[src/rtl/gen_chain_seq.sv]
`timescale 1ns/1ps
// WOTS chain sequencer: walks chain steps [start_step, end_step) through
// the hash core, feeding each digest back as the next message.
module gen_chain_seq #(
   parameter int WOTS_W     = 16,
   parameter int WOTS_LOG_W = $clog2(WOTS_W),
   parameter int N          = 256
) (
   input  logic                  io_mainClk,
   input  logic                  io_systemReset,
   input  logic                  start,
   input  logic                  abort,
   input  logic [WOTS_LOG_W-1:0] start_step,
   input  logic [WOTS_LOG_W-1:0] end_step,
   input  logic [N-1:0]          chain_in,
   output logic                  hash_start,
   output logic [WOTS_LOG_W-1:0] hash_step,
   output logic [N-1:0]          hash_msg,
   input  logic                  hash_done,
   input  logic [N-1:0]          hash_digest,
   output logic [N-1:0]          chain_out,
   output logic [WOTS_LOG_W-1:0] iter_cnt,
   output logic                  busy,
   output logic                  done
);

   typedef enum logic [1:0] {
      S_IDLE,
      S_ISSUE,
      S_WAIT,
      S_FIN
   } state_t;

   state_t                state;
   state_t                state_nxt;
   logic [N-1:0]          chain_reg;
   logic [WOTS_LOG_W-1:0] step_reg;
   logic [WOTS_LOG_W-1:0] end_reg;
   logic [WOTS_LOG_W-1:0] iter_reg;
   logic [WOTS_LOG_W-1:0] step_inc;
   logic                  accept;
   logic                  advance;
   logic                  last_step;

   assign step_inc  = step_reg + 1'b1;
   assign last_step = (step_inc == end_reg);
   assign accept    = (state == S_IDLE) && start && !abort;
   assign advance   = (state == S_WAIT) && hash_done && !abort;

   always_comb begin
      state_nxt = state;
      unique case (state)
         S_IDLE: begin
            if (start)
               state_nxt = (end_step > start_step) ? S_ISSUE : S_FIN;
         end
         S_ISSUE: state_nxt = S_WAIT;
         S_WAIT: begin
            if (hash_done)
               state_nxt = last_step ? S_FIN : S_ISSUE;
         end
         S_FIN: state_nxt = S_IDLE;
      endcase
      // abort overrides everything, including a coincident start
      if (abort)
         state_nxt = S_IDLE;
   end

   always_ff @(posedge io_mainClk or posedge io_systemReset) begin
      if (io_systemReset)
         state <= S_IDLE;
      else
         state <= state_nxt;
   end

   // end index is captured so bridge writes mid-run cannot move the target
   always_ff @(posedge io_mainClk or posedge io_systemReset) begin
      if (io_systemReset) begin
         chain_reg <= '0;
         step_reg  <= '0;
         end_reg   <= '0;
         iter_reg  <= '0;
      end else if (accept) begin
         chain_reg <= chain_in;
         step_reg  <= start_step;
         end_reg   <= end_step;
         iter_reg  <= '0;
      end else if (advance) begin
         chain_reg <= hash_digest;
         step_reg  <= step_inc;
         iter_reg  <= iter_reg + 1'b1;
      end
   end

   assign hash_start = (state == S_ISSUE);
   assign busy       = (state == S_ISSUE) || (state == S_WAIT);
   assign done       = (state == S_FIN);
   assign hash_step  = step_reg;
   assign hash_msg   = chain_reg;
   assign chain_out  = chain_reg;
   assign iter_cnt   = iter_reg;

endmodule

[config.mk]
export PLATFORM = sky130hd
export DESIGN_NAME = gen_chain_seq
export DESIGN_NICKNAME = d
export VERILOG_FILES = /design/src/rtl/gen_chain_seq.sv
export SDC_FILE = /design/constraint.sdc
export NUM_CORES = 1
export LEC_CHECK = 0
export ABC_CLOCK_PERIOD_IN_PS = 12450
export BUFFER_PORTS_ARGS = -buffer_cell sky130_fd_sc_hd__buf_2
export CORE_AREA = 5 5 400 402
export CTS_BUF_LIST = sky130_fd_sc_hd__clkbuf_8
export CTS_CLUSTER_SIZE = 20
export DETAILED_ROUTE_END_ITERATION = 6
export DIE_AREA = 0 0 405 407
export PLACE_DENSITY = 0.3
export SLEW_MARGIN = 20
export SYNTH_ARGS = -nofsm -noshare
export SYNTH_HDL_FRONTEND = slang
export SYNTH_SLANG_ARGS = --single-unit
[constraint.sdc]
create_clock -name io_mainClk -period 12.45 [get_ports io_mainClk]
set_input_delay 3.1125 -clock io_mainClk [delete_from_list [all_inputs] [get_ports io_mainClk]]
set_output_delay 3.1125 -clock io_mainClk [all_outputs]
set_load 0.01 [all_outputs]
==> results.sh, run 1 <==
export IMPL_die_area_sq_um=164800
export IMPL_via_per_inst=3.273
export IMPL_cts_buffers=61
export IMPL_skew_ns=0.03565
export IMPL_cts_htree_levels=2
export IMPL_die_y_um=407
export IMPL_timing_fmax_ghz=0.1894
export IMPL_wl_um=100400
export IMPL_syn_nets=2124
export IMPL_cts_root_buf="clkbuf_8"
export IMPL_min_path_type="reg2reg"
export IMPL_r2r_start="state[0]"
export IMPL_yosysUniqueCellTypes=34
export IMPL_rsz0062_at_grt="false"
export IMPL_period_minus_slack_ns=5.280
export IMPL_placed_cells=4342
export IMPL_clk_pin_slew_worst_paths_ns=0.06
export IMPL_power_density_nw_per_um2=268.2
export IMPL_routedWlPerCell_um=22.55
export IMPL_required_ns=13.10
export IMPL_cts_sinks=270
export IMPL_worstSkewPairLatency_ns=0.70
export IMPL_largest_register_ff_count=256
export IMPL_slowest_stage="buf_4"
export IMPL_antenna_found_initial=31
export IMPL_finalNonFillerCells=4454
export IMPL_leakagePower_nw=10.01
export IMPL_dpl_worst_slack_ns=6.352
export IMPL_path_cells="buf_2 > nand3b_4 > buf_4 > buf_4 > buf_4 > a221oi_1 > nor2_1"
export IMPL_total_power_mw=5.567
export IMPL_drc_errors=0
export IMPL_timing_final_max_slew_violations=0
export IMPL_drv_cap=0
export IMPL_synth_cells=1589
export IMPL_syn_area_sq_um=14160
export IMPL_dr_first_iter_drc_count=935
export IMPL_grt_pass1_wl_um=130500
export IMPL_r2r_cells=8
export IMPL_grt_max_degree=121
export IMPL_yosysSeqAreaShare_pct=47.71
export IMPL_firstDrtPassIters=5
export IMPL_ir_drop_uv=77.73
export IMPL_num_rows=145
export IMPL_cts_tree="done"
export IMPL_mostFrequentLayoutCell="buf_2"
export IMPL_hold_slack_ns=0.5051
export IMPL_num_vias=14578
export IMPL_hold_path_depth=2
export IMPL_ctsResizeCount=0
export IMPL_postCtsSetupBuffers=0
export IMPL_core_area_sq_um=155700
export IMPL_rrSetupSlack_ns=9.05
export IMPL_die_w_um=405
export IMPL_reg2reg_to="chain_out[101]"
export IMPL_fin_ws_ns=7.170
export IMPL_drive_gt1_share_pct=48.08
export IMPL_initial_core_util_pct=9.098
export IMPL_ys_ff_latch=270
export IMPL_arrival_ns=5.93
export IMPL_clock_path_buffers=3
export IMPL_nets=2882
export IMPL_tns_ns=0
export IMPL_cp_common_cell="buf_4"
export IMPL_worst_setup_path_start_kind="primary input"
export IMPL_overflow=0
export IMPL_holdCritStartpoint="end_reg[2]"
export IMPL_boundaryPins=1048
export IMPL_syn_avg_cell_area_sq_um=8.913
export IMPL_crit_type="in2reg"
export IMPL_path_max_fanout=54
export IMPL_areaGrowthSynthToFinish_pct=46.54
export IMPL_portBuffers=1047
export IMPL_dp_hpwl_um=80010
export IMPL_antenna_left=0
export IMPL_grt_total_usage_pct=11.34
export IMPL_first_global_vias=15010
export IMPL_tightest_slew_ns=1.040
export IMPL_hold_violations=0
export IMPL_outcome="completed"
export IMPL_endpoint_kind="flip-flop"
export IMPL_finalCritPeriodShare_pct=42.41
export IMPL_relSlewSlack_pct=30.66
export IMPL_ys_warn_count=0
export IMPL_setup_viol=0
export IMPL_slowest_delay_ns=0.62
export IMPL_hold_buffers=0
export IMPL_final_cell_mix="buf_2 (1047), nor2_1 (411), dfrtp_1 (270)"
export IMPL_gp_routability_congestion=0.8029
export IMPL_min_to="end_reg[2]"
-- kinds of logic after synthesis --
logic type	count (synthesis)	synth area share [%]
DFF	270	47.71
adders and majority gates	10	0.8835
xor gates and xnor gates	8	0.4947
AOI/OAI and AO/OA	277	15.05
and+or+nand+nor	642	17.32
buffers and inverters	382	18.55
-- cell usage after synthesis (all sizes together) --
library cell    n  share of area, %
a22o            1             0.062
a221oi        154               9.5
nand3b          2              0.19
a311oi          1             0.062
xnor2           4              0.25
ha             10              0.88
o41ai           1             0.062
inv            10              0.27
buf           343                18
o211ai          1             0.053
a22oi           3              0.16
o221a           1             0.080
nor2b           1             0.044
nand3           1             0.035
clkbuf         29              0.77
nor2          411                11
o22ai           2             0.088
a21oi           5              0.20
xor2            4              0.25
nor3            1             0.035
o21ai           5              0.18
and3b           2              0.12
dfrtp         270                48
nand4           2             0.088
a31oi         102               4.5
nand2         221               5.9
or2             1             0.044
o32a            1             0.071
-- per-layer routing --
| metal | GRT usage, % | part of all wire (%) |
|---|---|---|
| met1 | 14.16 | 41 |
| met2 | 18.82 | 48 |
| met3 | 3.648 | 7.7 |
| met4 | 3.060 | 2.5 |
| met5 | 0 | 0.17 |
-- how the worst max path moves through the flow --
stage / from / to / slack (ns) / cells after the start
2_1_floorplan: io_systemReset / chain_out[0] / 1.90 / 1
3_3_place_gp: abort / chain_out[186] / 6.39 / 7
3_5_place_dp: abort / chain_out[101] / 6.35 / 7
4_1_cts: abort / chain_out[90] / 7.20 / 7
5_1_grt: abort / chain_out[91] / 6.98 / 7
6_report: abort / chain_out[101] / 7.17 / 7
-- critical path, delay by kind of cell --
kind / cells / cell delay [ns]
buf+inv: 4 / 1.98
compound gates: 1 / 0.21
simple gates: 2 / 0.50
-- power by group --
group | internal (mW) | switching [mW]
registers | 1.32 | 0.566
logic | 1.01 | 1.65
clock network | 0.537 | 0.482
total | 2.87 | 2.70
-- stage by stage --
stage | area, sq um | utilization, %
after global placement | 19590 | 12.58
after global routing | 20740 | 13.32
after floorplan | 14160 | -
after detailed placement | 19590 | 12.58
after CTS | 20740 | 13.32
final | 20750 | 13.33
-- area by class of cell --
| type | count | area, sq um |
|---|---|---|
| fillers | 18114 | 134900 |
| flip-flops and latches | 270 | 6756 |
| repair buffers | 1067 | 5415 |
| multi-input cells | 937 | 4796 |
| well taps | 2058 | 2575 |
| clock buffers | 65 | 894.6 |
| clock inverters | 41 | 256.5 |
| inverters | 10 | 45.04 |
| diodes | 6 | 15.01 |
Power figures use the tool's default switching activity.
==> run 2, diff against run 1 <==
ABC_CLOCK_PERIOD_IN_PS = 5200   (was 12450)
clock period = 5.2 ns   (was 12.45 ns; I/O delays follow)
==> run 2 against run 1 <==
Effect of this change:
- count of clock-buffer cells in the layout is 6 higher
- cell count is 0.18% higher
- first-iteration DRC count decreased by 0.96%
- critical endpoint is now hash_start
- highest routed layer unchanged
==> results.sh, run 2 (same netlist as run 1, synthesis figures left out) <==
export IMPL_mostFrequentLayoutCell="buf_2"
export IMPL_tns_ns=0
export IMPL_boundaryPins=1048
export IMPL_min_to="end_reg[2]"
export IMPL_num_rows=145
export IMPL_dp_hpwl_um=80150
export IMPL_p_switching_mw=6.397
export IMPL_drc_errors=0
export IMPL_initial_core_util_pct=9.098
export IMPL_final_cell_mix="buf_2 (1047), nor2_1 (411), dfrtp_1 (270)"
export IMPL_period_minus_slack_ns=3.089
export IMPL_fillerInstances=18138
export IMPL_outcome="completed"
export IMPL_seqCellArea_sq_um=6756
export IMPL_rsz0062_at_grt="false"
export IMPL_cts_buffers=58
export IMPL_drv_cap=0
export IMPL_reg2reg_to="chain_out[113]"
export IMPL_cts_htree_levels=2
export IMPL_skew_ns=0.03122
export IMPL_tightest_slew_ns=0.9340
export IMPL_gp_routability_congestion=0.8386
export IMPL_die_area_sq_um=164800
export IMPL_switching_share_pct=48.13
export IMPL_largest_register_ff_count=256
export IMPL_grt_busiest_layer="met2"
export IMPL_die_y_um=407
export IMPL_cts_tree="done"
export IMPL_overflow=0
export IMPL_grt_total_usage_pct=11.14
export IMPL_timing_fmax_ghz=0.3238
export IMPL_ctsResizeCount=0
export IMPL_cts_sinks=270
export IMPL_finalCritPeriodShare_pct=59.40
export IMPL_drive_gt1_share_pct=48.73
export IMPL_ir_drop_uv=204.2
export IMPL_place_area_sq_um=19870
export IMPL_antenna_found_initial=21
export IMPL_met1_usage_pct=14.04
export IMPL_final_design_area_no_fill_sq_um=21000
export IMPL_r2r_start="state[0]"
export IMPL_core_area_sq_um=155700
export IMPL_firstDrtPassIters=7
export IMPL_worstSkewPairLatency_ns=0.69
export IMPL_setup_viol=0
export IMPL_rrSetupSlack_ns=2.61
export IMPL_portBuffers=1047
export IMPL_worst_setup_path_start_kind="flip-flop"
export IMPL_routedWlPerCell_um=22.08
export IMPL_die_w_um=405
export IMPL_p_int_mw=6.893
export IMPL_postCtsSetupBuffers=0
export IMPL_grt_use_met2_pct=18.40
export IMPL_power_frac_seq_pct=34.0
export IMPL_wl_um=98500
export IMPL_cp_startpoint="state[1]"
export IMPL_placed_cells=4358
export IMPL_timing_final_max_slew_violations=0
export IMPL_areaGrowthSynthToFinish_pct=48.31
export IMPL_r2r_cells=7
export IMPL_required_ns=3.90
export IMPL_num_vias=14768
export IMPL_grt_pass1_wl_um=128800
export IMPL_power_density_nw_per_um2=632.7
export IMPL_nets=2895
export IMPL_antenna_left=0
export IMPL_endpoint_kind="output pin"
export IMPL_clock_path_buffers=3
export IMPL_finalNonFillerCells=4462
export IMPL_dr_first_iter_drc_count=926
export IMPL_relSlewSlack_pct=37.73
export IMPL_path_max_fanout=4
export IMPL_p_comb_share_pct=48.1
export IMPL_clk_pin_slew_worst_paths_ns=0.06
export IMPL_min_path_type="reg2reg"
export IMPL_hold_buffers=0
export IMPL_crit_type="reg2out"
export IMPL_clockPowerShare_pct=17.9
export IMPL_cts_root_buf="clkbuf_8"
export IMPL_total_power_mw=13.29
export IMPL_leakagePower_nw=10.10
export IMPL_multi_input_area_sq_um=4796
export IMPL_grt_met3_usage_pct=3.519
export IMPL_grt_max_degree=100
export IMPL_first_global_vias=15098
export IMPL_arrival_ns=1.79
export IMPL_hold_path_depth=2
export IMPL_hold_violations=0
export IMPL_fin_util_pct=13.49
export IMPL_holdCritStartpoint="end_reg[2]"
export IMPL_via_per_inst=3.310
==> run 2: cell count changes in the layout (fill, tap and decap cells not counted), sizes merged <==
cell,delta
clkinvlp,+1
buf,+16
diode,-1
inv,-11
clkbuf,+6
clkinv,-1
bufinv,-2
==> run 2: worst max-delay path by stage <==
| stage | end | slack (ns) | cells after the start |
|---|---|---|---|
| 2_1_floorplan | chain_out[0] | 0.33 | 1 |
| 3_3_place_gp | chain_out[80] | 1.87 | 6 |
| 3_5_place_dp | chain_out[80] | 1.87 | 6 |
| 4_1_cts | hash_start | 1.98 | 3 |
| 5_1_grt | hash_start | 1.94 | 3 |
| 6_report | hash_start | 2.11 | 3 |
==> run 2: critical path, stage by stage (launching register included) <==
cell and delay [ns]:
dfrtp_1 0.44, inv_1 0.10, ha_1 0.34, buf_2 0.21
==> run 2: per-stage QoR <==
| step | setup WS [ns] | hold WS, ns |
|---|---|---|
| 3_3_place_gp | 1.869 | 0.4943 |
| 2_1_floorplan | 0.3326 | 0.4627 |
| 3_5_place_dp | 1.873 | 0.4939 |
| 5_1_grt | 1.936 | 0.5397 |
| 6_report | 2.111 | 0.5024 |
| 4_1_cts | 1.977 | 0.5124 |
==> run 2: power by group through the flow <==
stage	Clock, mW	Sequential, mW	Combinational, mW
after floorplan	0	4.41	3.81
after global routing	2.62	4.64	7.00
after detailed placement	0	4.56	6.58
after global placement	0	4.57	6.62
after CTS	2.55	4.54	6.60
final	2.37	4.52	6.39
==> run 2: layer usage <==
layer / part of all wire [%] / vias up
met5: 0.088 / -
met4: 2.5 / 16
met3: 7.8 / 109
met2: 48 / 632
met1: 42 / 7282
li1: - / 6729
==> run 2: area by class of cell <==
type	count	share of cell area, %
tap	2058	12.26
timing repair buffer	1083	27.13
multi-input combinational	937	22.83
clock inverter	28	0.7029
sequential	270	32.17
clock buffer	71	4.652
antenna	5	0.05957
inverter	10	0.1966
==> run 3, diff against run 2 <==
ABC_AREA = 1   (was default)
ABC_CLOCK_PERIOD_IN_PS = 3150   (was 5200)
CORE_AREA = 5 5 401 403   (was 5 5 400 402)
DIE_AREA = 0 0 406 408   (was 0 0 405 407)
clock period = 3.15 ns   (was 5.2 ns; I/O delays follow)
==> run 3 against run 2 <==
Effect of this change:
- largest power group unchanged
- critical path depth rose by 6
- via count rose by 5.3%
- cell count rose by 5.5%
==> results.sh, run 3 <==
export IMPL_path_buf_inv=3
export IMPL_cts_root_buf="clkbuf_8"
export IMPL_final_cell_mix="buf_2 (1047), nand2_1 (439), nand3_1 (316)"
export IMPL_nets=3108
export IMPL_fin_util_pct=13.82
export IMPL_skew_ns=0.03291
export IMPL_synth_top_family_by_area="simple AND/OR/NAND/NOR gates"
export IMPL_async_reset_ff_share_pct=100.0
export IMPL_leakagePower_nw=11.09
export IMPL_grt_total_usage_pct=12.48
export IMPL_worstSkewPairLatency_ns=0.71
export IMPL_ys_warn_count=0
export IMPL_synth_cells=1769
export IMPL_antenna_left=0
export IMPL_synth_ff_type="dfrtp_1"
export IMPL_arrival_ns=3.00
export IMPL_postCtsSetupBuffers=0
export IMPL_clock_path_buffers=3
export IMPL_dpl_worst_slack_ns=0.6499
export IMPL_num_vias=15550
export IMPL_ys_ff_latch=270
export IMPL_gp_routability_congestion=0.8557
export IMPL_wl_met2_um=50460
export IMPL_worst_setup_path_start_kind="flip-flop"
export IMPL_synth_top_area_share_pct=47.36
export IMPL_mostFrequentLayoutCell="buf_2"
export IMPL_largest_register_ff_count=256
export IMPL_ir_drop_uv=295.0
export IMPL_cp_startpoint="state[0]"
export IMPL_boundaryPins=1048
export IMPL_routedWlPerCell_um=23.21
export IMPL_hold_buffers=0
export IMPL_reg2reg_to="chain_out[203]"
export IMPL_cts_buffers=59
export IMPL_die_y_um=408
export IMPL_slowest_delay_ns=0.42
export IMPL_period_minus_slack_ns=2.434
export IMPL_grt_max_degree=134
export IMPL_synthMuxAreaShare_pct=0
export IMPL_rsz0062_at_grt="false"
export IMPL_timing_fmax_ghz=0.4109
export IMPL_path_cells="inv_1 > ha_1 > nand2_1 > nor2_4 > buf_12 > nor2_4 > buf_12 > nand2_1 > nand3_1"
export IMPL_firstDrtPassIters=5
export IMPL_first_global_vias=16037
export IMPL_syn_area_sq_um=14260
export IMPL_via_per_inst=3.304
export IMPL_clk_pin_slew_worst_paths_ns=0.06
export IMPL_dp_hpwl_um=90570
export IMPL_areaGrowthSynthToFinish_pct=52.21
export IMPL_fin_ws_ns=0.7165
export IMPL_dr_first_iter_drc_count=856
export IMPL_grt_pass1_wl_um=143500
export IMPL_cts_tree="done"
export IMPL_total_power_mw=22.46
export IMPL_m1WireLength_um=44550
export IMPL_synth_area_leader_cell="dfrtp_1"
export IMPL_antenna_found_initial=34
export IMPL_die_w_um=406
export IMPL_core_area_sq_um=157100
export IMPL_relSlewSlack_pct=27.94
export IMPL_path_max_fanout=133
export IMPL_wl_um=109200
export IMPL_drc_errors=0
export IMPL_synth_compound_area_share_pct=7.973
export IMPL_overflow=0
export IMPL_synth_simple_area_share_pct=25.81
export IMPL_crit_type="reg2reg"
export IMPL_synth_most_common_cell="nand2_1"
export IMPL_tightest_slew_ns=1.081
export IMPL_crit_family="simple AND/OR/NAND/NOR gates"
export IMPL_power_density_nw_per_um2=1035
export IMPL_syn_avg_cell_area_sq_um=8.064
export IMPL_min_path_type="in2reg"
export IMPL_wl_met3_um=10650
export IMPL_finalCritPeriodShare_pct=77.26
export IMPL_num_rows=146
export IMPL_hold_violations=0
export IMPL_tns_ns=0
export IMPL_r2r_start="state[0]"
export IMPL_endpoint_kind="flip-flop"
export IMPL_drive_gt1_share_pct=46.34
export IMPL_rrSetupSlack_ns=0.72
export IMPL_syn_nets=2304
export IMPL_drv_cap=0
export IMPL_hold_path_depth=3
export IMPL_required_ns=3.72
export IMPL_timing_final_max_slew_violations=0
export IMPL_routed_top_layer="met5"
export IMPL_yosysUniqueCellTypes=25
export IMPL_holdCritStartpoint="chain_in[225]"
export IMPL_initial_core_util_pct=9.080
export IMPL_yosysSeqAreaShare_pct=47.36
export IMPL_outcome="completed"
export IMPL_slowest_stage="dfrtp_1"
export IMPL_synth_xor_area_share_pct=0.1228
export IMPL_die_area_sq_um=165600
export IMPL_ctsResizeCount=0
export IMPL_cts_htree_levels=2
export IMPL_portBuffers=1047
export IMPL_min_to="chain_out[225]"
export IMPL_synth_edf_count=0
export IMPL_synth_adder_area_share_pct=0.8771
export IMPL_hold_slack_ns=0.3003
export IMPL_cts_sinks=270
export IMPL_yosys_top_cells_area="dfrtp_1 (47%), buf_4 (14%), nand2_1 (12%), nand3_1 (11%), o21ai_0 (3.8%)"
export IMPL_setup_viol=0
export IMPL_r2r_cells=9
export IMPL_synth_common_cells="nand2_1 (439), nand3_1 (316), dfrtp_1 (270), buf_4 (263), nor2_1 (110)"
[run 3: cell families after synthesis]
family          Yosys count
fa+ha+maj                10
buf+inv                 394
flops                   270
simple gates            870
compound gates          223
xor+xnor                  2
[run 3: through the flow]
stage               area [sq um]  instances
global placement           20330       4584
detailed placement         20330       4584
global route               21690       4696
CTS                        21680       4694
floorplan                  14270       1769
finish                     21710       4706
[run 3: routing by layer]
layer	global-route usage [%]	vias up
li1	-	7202
met1	15.16	7475
met2	20.16	708
met3	5.277	135
met4	3.371	30
met5	0.5848	-
[run 3: power breakdown]
group	leakage, nW	internal (mW)	switching [mW]
Sequential	3.29	5.17	2.01
Clock	0.756	2.63	1.97
Combinational	7.05	3.62	7.08
[run 3: layout make-up]
| cell class | count | area, sq um |
|---|---|---|
| diodes | 12 | 30.03 |
| clock buffers | 82 | 1129 |
| clock inverters | 28 | 229.0 |
| fillers | 18348 | 135400 |
| inverters | 24 | 108.9 |
| multi-input cells | 1105 | 4970 |
| flip-flops and latches | 270 | 6756 |
| well taps | 2072 | 2592 |
| repair buffers | 1113 | 5898 |
[run 3: worst register-to-register path: stages (launching register included)]
cell and delay, ns:
dfrtp_1 0.42, inv_1 0.10, ha_1 0.23, nand2_1 0.13, nor2_4 0.27, buf_12 0.20
nor2_4 0.07, buf_12 0.20, nand2_1 0.61, nand3_1 0.09
[run 3: worst max path at each step]
stage	endpoint	slack, ns	cells past startpoint
after detailed placement	chain_out[176]	0.65	8
after global placement	chain_out[157]	0.63	7
after floorplan	chain_out[0]	-1.20	1
after global routing	busy	0.51	3
final	chain_out[203]	0.72	9
after CTS	busy	0.58	3
